## src/rtl/button_pkg.sv

```systemverilog
// Shared types and helpers for the push-button conditioning blocks.
package button_pkg;

    typedef enum logic [2:0] {
        IDLE,
        PRESS_WAIT,
        PRESSED,
        REPEAT,
        RELEASE_WAIT
    } btn_state_t;

    // Converts a duration in microseconds into a count of clock periods (ns).
    function automatic int unsigned us_to_cycles(input int unsigned us, input int unsigned clk_per);
        longint unsigned ns;
        ns = 64'(us) * 64'd1000;
        return 32'(ns / 64'(clk_per));
    endfunction

    function automatic int unsigned max3(input int unsigned a, input int unsigned b,
                                         input int unsigned c);
        int unsigned m;
        m = (a > b) ? a : b;
        return (m > c) ? m : c;
    endfunction

endpackage

```

## src/rtl/sync_2ff.sv

```systemverilog
// Generic two-flop synchroniser for asynchronous single-bit or multi-bit level inputs.
module sync_2ff #(
    parameter int unsigned WIDTH = 1
) (
    input  logic             clk,
    input  logic             rst_i,
    input  logic [WIDTH-1:0] d_i,
    output logic [WIDTH-1:0] q_o
);

    logic [WIDTH-1:0] meta_q;
    logic [WIDTH-1:0] sync_q;

    always_ff @(posedge clk) begin
        if (rst_i) begin
            meta_q <= '0;
            sync_q <= '0;
        end else begin
            meta_q <= d_i;
            sync_q <= meta_q;
        end
    end

    assign q_o = sync_q;

endmodule

```

## src/rtl/button_conditioner.sv

```systemverilog
// Synchronises, debounces and edge-detects one push-button; emits press, release
// and auto-repeat strobes plus the debounced level.
module button_conditioner
    import button_pkg::*;
#(
    parameter int unsigned CLK_PER     = 10,
    parameter int unsigned DEBOUNCE_US = 5000,
    parameter int unsigned HOLD_US     = 500000,
    parameter int unsigned REPEAT_US   = 100000,
    parameter bit          REPEAT_EN   = 1'b1
) (
    input  logic clk,
    input  logic CPU_RESET,
    input  logic button_in,
    output logic button_level,
    output logic press_pulse,
    output logic release_pulse,
    output logic repeat_pulse
);

    localparam int unsigned DB_CYCLES   = us_to_cycles(DEBOUNCE_US, CLK_PER);
    localparam int unsigned HOLD_CYCLES = us_to_cycles(HOLD_US, CLK_PER);
    localparam int unsigned RPT_CYCLES  = us_to_cycles(REPEAT_US, CLK_PER);
    localparam int unsigned MAX_CYCLES  = max3(DB_CYCLES, HOLD_CYCLES, RPT_CYCLES);
    localparam int unsigned CNT_W       = (MAX_CYCLES > 1) ? $clog2(MAX_CYCLES) : 1;

    localparam logic [CNT_W-1:0] DB_LAST   = CNT_W'(DB_CYCLES - 1);
    localparam logic [CNT_W-1:0] HOLD_LAST = CNT_W'(HOLD_CYCLES - 1);
    localparam logic [CNT_W-1:0] RPT_LAST  = CNT_W'(RPT_CYCLES - 1);

    logic             btn_sync;
    btn_state_t       state_q, state_d;
    logic [CNT_W-1:0] cnt_q, cnt_d;
    logic             level_q, level_d;
    logic             press_q, press_d;
    logic             release_q, release_d;
    logic             repeat_q, repeat_d;

    sync_2ff #(
        .WIDTH(1)
    ) u_sync (
        .clk  (clk),
        .rst_i(CPU_RESET),
        .d_i  (button_in),
        .q_o  (btn_sync)
    );

    always_ff @(posedge clk) begin
        if (CPU_RESET) begin
            state_q   <= IDLE;
            cnt_q     <= '0;
            level_q   <= 1'b0;
            press_q   <= 1'b0;
            release_q <= 1'b0;
            repeat_q  <= 1'b0;
        end else begin
            state_q   <= state_d;
            cnt_q     <= cnt_d;
            level_q   <= level_d;
            press_q   <= press_d;
            release_q <= release_d;
            repeat_q  <= repeat_d;
        end
    end

    // A change of the synchronised level always takes priority over a terminal count.
    always_comb begin
        state_d   = state_q;
        cnt_d     = cnt_q + CNT_W'(1);
        press_d   = 1'b0;
        release_d = 1'b0;
        repeat_d  = 1'b0;
        unique case (state_q)
            IDLE: begin
                cnt_d = '0;
                if (btn_sync) begin
                    state_d = PRESS_WAIT;
                end
            end
            PRESS_WAIT: begin
                if (!btn_sync) begin
                    state_d = IDLE;
                    cnt_d   = '0;
                end else if (cnt_q == DB_LAST) begin
                    state_d = PRESSED;
                    cnt_d   = '0;
                    press_d = 1'b1;
                end
            end
            PRESSED: begin
                if (!btn_sync) begin
                    state_d = RELEASE_WAIT;
                    cnt_d   = '0;
                end else if (REPEAT_EN && (cnt_q == HOLD_LAST)) begin
                    state_d  = REPEAT;
                    cnt_d    = '0;
                    repeat_d = 1'b1;
                end else if (!REPEAT_EN) begin
                    // No exit on hold time, so park the counter instead of letting it wrap.
                    cnt_d = cnt_q;
                end
            end
            REPEAT: begin
                if (!btn_sync) begin
                    state_d = RELEASE_WAIT;
                    cnt_d   = '0;
                end else if (cnt_q == RPT_LAST) begin
                    cnt_d    = '0;
                    repeat_d = 1'b1;
                end
            end
            RELEASE_WAIT: begin
                if (btn_sync) begin
                    state_d = PRESSED;
                    cnt_d   = '0;
                end else if (cnt_q == DB_LAST) begin
                    state_d   = IDLE;
                    cnt_d     = '0;
                    release_d = 1'b1;
                end
            end
            default: begin
                state_d = IDLE;
                cnt_d   = '0;
            end
        endcase
        level_d = (state_d == PRESSED) || (state_d == REPEAT) || (state_d == RELEASE_WAIT);
    end

    assign button_level  = level_q;
    assign press_pulse   = press_q;
    assign release_pulse = release_q;
    assign repeat_pulse  = repeat_q;

endmodule

```

## config.mk

```make
export PLATFORM = sky130hd
export DESIGN_NAME = button_conditioner
export DESIGN_NICKNAME = d
export VERILOG_FILES = /design/src/rtl/button_pkg.sv /design/src/rtl/sync_2ff.sv /design/src/rtl/button_conditioner.sv
export SDC_FILE = /design/constraint.sdc
export NUM_CORES = 1
export LEC_CHECK = 0
export ABC_AREA = 1
export CAP_MARGIN = 15
export CELL_PAD_IN_SITES_DETAIL_PLACEMENT = 0
export CELL_PAD_IN_SITES_GLOBAL_PLACEMENT = 1
export CORE_MARGIN = 2
export CORE_UTILIZATION = 45
export CTS_BUF_LIST = sky130_fd_sc_hd__clkbuf_8
export DETAILED_ROUTE_END_ITERATION = 6
export PLACE_DENSITY_LB_ADDON = 0.1
export RECOVER_POWER = 100
export SYNTH_ARGS = -nofsm -noshare
export SYNTH_HDL_FRONTEND = slang
export SYNTH_SLANG_ARGS = --single-unit
export TNS_END_PERCENT = 20
```

## constraint.sdc

```tcl
create_clock -name clk -period 2.1 [get_ports clk]
set_input_delay 0.42 -clock clk [delete_from_list [all_inputs] [get_ports clk]]
set_output_delay 0.42 -clock clk [all_outputs]
set_load 0.01 [all_outputs]
```

======== Word-level counts from Yosys, hierarchy flattened ========
Cells that the tools add are included.
word-level totals
  ROM bits ................................ 0
  bits in latches ......................... 0
  output and inout port bits .............. 4
  memory bits (writable) .................. 0
  bits in registers ....................... 35
  input bits .............................. 3
  memories kept ........................... 0
  logic and storage cells ................. 50
cells by class
  mux-type cells .......................... 23
  equal/unequal tests ..................... 10
  div/mod/pow operators ................... 0
  bitwise operators ....................... 3
  add/sub/neg operators ................... 1
  reductions and logical operators ........ 5
  order comparisons ....................... 0
  multiply operators ...................... 0
  shift operators ......................... 0
operator list
  cell                                                                count
  26-bit 2-to-1 mux                                                   7
  26-bit case mux with 4 select lines                                 1
  26-bit by 1-bit adder with 26-bit output (second input constant)    1
  26-bit by 19-bit == test with 1-bit output (second input constant)  1
  26-bit by 24-bit == test with 1-bit output (second input constant)  1
  26-bit == test (second input constant)                              1
  3-bit 2-to-1 mux                                                    8
  3-bit case mux with 5 select lines                                  1
  3-bit by 2-bit == test with 1-bit output (second input constant)    4
  3-bit == test (second input constant)                               2
  3-bit OR reduction                                                  2
  1-bit 2-to-1 mux                                                    5
  3-bit by 1-bit == test with 1-bit output (second input constant)    1
  3-bit zero test                                                     1
  1-bit inverter                                                      3
  1-bit logical OR                                                    2
  1-bit case mux with 2 select lines                                  1

======== Logic depth before layout (Yosys ltp) ========
  depth after elaboration ................. 7
  mapped depth ............................ 11
  mapped depth without buffers ............ 11

======== Hierarchy ========
Synthesis repeated with hierarchy kept, for this count alone.
unflattened totals
  cells, all modules ...................... 306
  area, all modules ....................... 2077.0 um^2
by module, submodules not included
  module              cells each  times used  area an instance (um^2)
  button_conditioner  300         1           2021.9
  sync_2ff            6           1           55.1

======== Worst setup path before layout ========
OpenSTA, ideal clock, no wires.
  kind .................................... reg-to-reg
  start ................................... register cnt_q[0]
  end ..................................... register cnt_q[4]
  setup slack ............................. 0.443 ns
  stages on the path, launching flop included .. 12
  period minus slack after synthesis ...... 1.657 ns
  arrival time ............................ 1.541 ns
  path buffers ............................ 1
  path through ............................ dfxtp_1 ha_1 nand2_2 nor2_4 nand2_1 nor2_1 nand3_2 nand2_1 nand3_4 nand2_4 buf_12 nor2_2
on the way
  cells in the longest elaborated chain, start to end .. 4
ends and longest elaborated chain
  item                                                              RTL line                  source
  from (decl)                                                       button_conditioner.sv:33  logic [CNT_W-1:0] cnt_q, cnt_d;
  from (signal assigned)                                            button_conditioner.sv:58  cnt_q <= cnt_d;
  26-bit by 1-bit adder with 26-bit output (tied with other cells)  button_conditioner.sv:69  cnt_d = cnt_q + CNT_W'(1);
  26-bit 2-to-1 mux (on tied branches) (2 in series)                -
  26-bit case mux with 4 select lines (*)                           button_conditioner.sv:73  unique case (state_q)
Every way passes the cells marked *; elsewhere a longest branch is shown, timed or not.
A chain may end at the register's enable or synchronous reset.

======== Worst setup path in the final report ========
  start ................................... register cnt_q[0]
  end ..................................... register cnt_q[12]
Same word-level chain as after synthesis.

==> results.json <==
{
  "ys_seq_area_share_pct": 34.1,
  "rows": 24,
  "final_cell_mix": "nand2_1 (69), nor2_1 (67), inv_1 (41), dfxtp_1 (35), nand3_1 (20)",
  "yosys_warnings": 0,
  "worst_pin_slew_ns": 0.355,
  "cts_tree": "built",
  "cts_buffer_depth": 2,
  "critPathLaunch": "cnt_q[0]$_SDFF_PP0_",
  "clock_latency_ns": 0.29,
  "dp_slack_ns": 0.133,
  "start_util_pct": 46.8,
  "clock_skew_ns": 0.00657,
  "p_leak_uw": 0.000789,
  "synth.avg_cell_area_um2": 6.73,
  "grt_overflow_total": 0,
  "hp-start": "u_sync.meta_q$_SDFF_PP0_",
  "grt_util_met3_pct": 4.64,
  "worst_hold_path.num_cells": 2,
  "cp_max_fo": 6,
  "cts_hold_buf": 0,
  "rsz0062_at_grt": "false",
  "drtAntennaViolNets": 0,
  "syn_inst": 305,
  "ys_ff_latch": 35,
  "first_pass_iters": 4,
  "grt_pass1_wl_mm": 8.50,
  "drt_wl_total_mm": 4.95,
  "drive_above_1_share_pct": 7.52,
  "hold_viol_final": 0,
  "grt_use_total_pct": 21.5,
  "h-tree-depth": 2,
  "via_per_inst": 5.02,
  "path_class": "flop to flop",
  "max_cap_violations": 0,
  "finalCritPeriodShare_pct": 88.9,
  "cp.required_ns": 2.33,
  "met1_usage_pct": 30.5,
  "port_buffers": 6,
  "r2r_cells": 9,
  "vdd_ir_drop_max_mv": 0.312,
  "synth.distinct_cells": 24,
  "drc": 0,
  "hp-class": "flop to flop",
  "pin_count": 7,
  "numCtsBuffers": 5,
  "p_per_area_mw_per_mm2": 627,
  "outcome": "finished clean",
  "relSlewSlack_pct": 76.1,
  "cts_root_buf": "clkbuf_8",
  "rr_startpoint": "cnt_q[0]$_SDFF_PP0_",
  "clock_sinks": 35,
  "worstHoldEndpoint": "u_sync.q_o$_SDFF_PP0_",
  "fin_ws_ns": 0.234,
  "first_iter_violations": 85,
  "area_delta_synth_final_pct": 9.63,
  "gp_congestion": 0.855,
  "period_minus_slack_ns": 1.87,
  "fp.dieArea_mm2": 0.00512,
  "timing.fmax_mhz": 536,
  "fillCellCount": 488,
  "r2r-end": "cnt_q[12]$_SDFF_PP0_",
  "met2_usage_pct": 30.5,
  "synth_nets": 309,
  "antenna_found_initial": 0,
  "die_h_um": 71.5,
  "critPathLaunchType": "flop",
  "holdWs_ns": 0.407,
  "avgRoutedWirePerCell_um": 13.3,
  "final_common_cell": "nand2_1",
  "hpwl_mm": 3.99,
  "grt_start_max_net_pins": 24,
  "drv_slew": 0,
  "vias": 1863,
  "nets": 322,
  "busiest_layer": "met1",
  "synth_area_mm2": 0.00205,
  "diodes": 0,
  "worstPathArrival_ns": 2.10,
  "finalSetupTns_ns": 0,
  "setup_viol": 0,
  "grt_pass1_vias": 1826,
  "die_w_um": 71.5,
  "clk_pin_slew_ns": 0.07,
  "r2r_slack_ns": 0.23,
  "cp-end-kind": "flop",
  "core_region_area_mm2": 0.00438
}
critical path: stages, from the launching register on:
cell and delay, ns:
dfxtp_1 0.38, ha_1 0.25, nand2_2 0.09, nor2_4 0.16, nand2_1 0.19, nor2_1 0.26, clkbuf_1 0.17, nand2_1 0.08
xor2_1 0.14, nor2_1 0.09
where the power goes:
part / switching [uW] / leakage (uW) / internal (uW)
registers: 1.85 / 0.000282 / 666
logic: 8.77 / 0.000443 / 6.82
clock network: 253 / 0.0000644 / 473
total: 264 / 0.000789 / 1150
registers in the layout (all words and copies together), names as in the netlist:
name,cells
button_level,1
cnt_q,26
press_pulse,1
release_pulse,1
repeat_pulse,1
state_q,3
u_sync.meta_q,1
u_sync.q_o,1
layer usage:
metal  share of wire (%)  vias up  wire, um
met4                 4.0        0       197
met2                  42       32      2060
met5                   0        -         0
li1                    -      977         -
met3                 2.9       16       145
met1                  51      838      2550
layout make-up:
cell class / instances / area [um^2] / area share [%]
multi-input combinational: 226 / 1120 / 49.7
tap: 52 / 65.1 / 2.89
clock inverter: 3 / 67.6 / 3.00
clock buffer: 5 / 68.8 / 3.06
timing repair buffer: 9 / 75.1 / 3.34
sequential: 35 / 701 / 31.1
inverter: 41 / 154 / 6.84
per-stage QoR:
| step | util [%] | area (um^2) | power (uW) | cells |
|---|---|---|---|---|
| floorplan | - | 2050 | 690 | 305 |
| global placement | 49.1 | 2150 | 699 | 363 |
| detailed placement | 49.1 | 2150 | 699 | 363 |
| CTS | 52.3 | 2290 | 1430 | 371 |
| global route | 51.3 | 2250 | 1460 | 371 |
| finish | 51.3 | 2250 | 1410 | 371 |
what timing repair did:
action | in CTS | in global routing
endpoints found under the setup margin | 0 | 23
buffers inserted | 0 | 0
resized for setup | 0 | 1
synth_stat cells:
| cell type | n | area (um^2) |
|---|---|---|
| buf_2 | 1 | 5.00 |
| nand2_4 | 1 | 11.3 |
| dfxtp_1 | 35 | 701 |
| xor2_1 | 16 | 140 |
| nand3b_1 | 1 | 7.51 |
| inv_1 | 41 | 154 |
| buf_12 | 2 | 40.0 |
| o21ai_1 | 1 | 5.00 |
| nor3_1 | 14 | 70.1 |
| and3_1 | 1 | 6.26 |
| nand2_1 | 69 | 259 |
| xnor2_1 | 4 | 35.0 |
| nor3_2 | 1 | 10.0 |
| nand4_1 | 11 | 68.8 |
| o21ai_0 | 3 | 15.0 |
| nor2_1 | 52 | 195 |
| a21oi_1 | 2 | 10.0 |
| nor2_4 | 2 | 22.5 |
| ha_1 | 1 | 12.5 |
| nand3_2 | 1 | 10.0 |
| nand3_1 | 20 | 100 |
| nand3_4 | 1 | 17.5 |
| nand2_2 | 3 | 18.8 |
| nor2_2 | 22 | 138 |
worst max path at each step:
stage | endpoint | slack [ns] | depth (start not counted)
after detailed placement | cnt_q[11]$_SDFF_PP0_ | 0.13 | 10
after floorplan | cnt_q[4]$_SDFF_PP0_ | 0.44 | 11
final | cnt_q[12]$_SDFF_PP0_ | 0.23 | 9
after CTS | cnt_q[25]$_SDFF_PP0_ | 0.12 | 10
after global routing | cnt_q[12]$_SDFF_PP0_ | 0.02 | 9
after global placement | cnt_q[25]$_SDFF_PP0_ | 0.20 | 10
logic make-up after synthesis:
family	after synthesis	share of synthesized area, %
buffers and inverters	44	9.70
adders and majority gates	1	0.610
DFF	35	34.1
AOI/OAI and AO/OA	6	1.46
and+or+nand+nor	199	45.5
xor gates and xnor gates	20	8.54
Power figures use the tool's default switching activity.
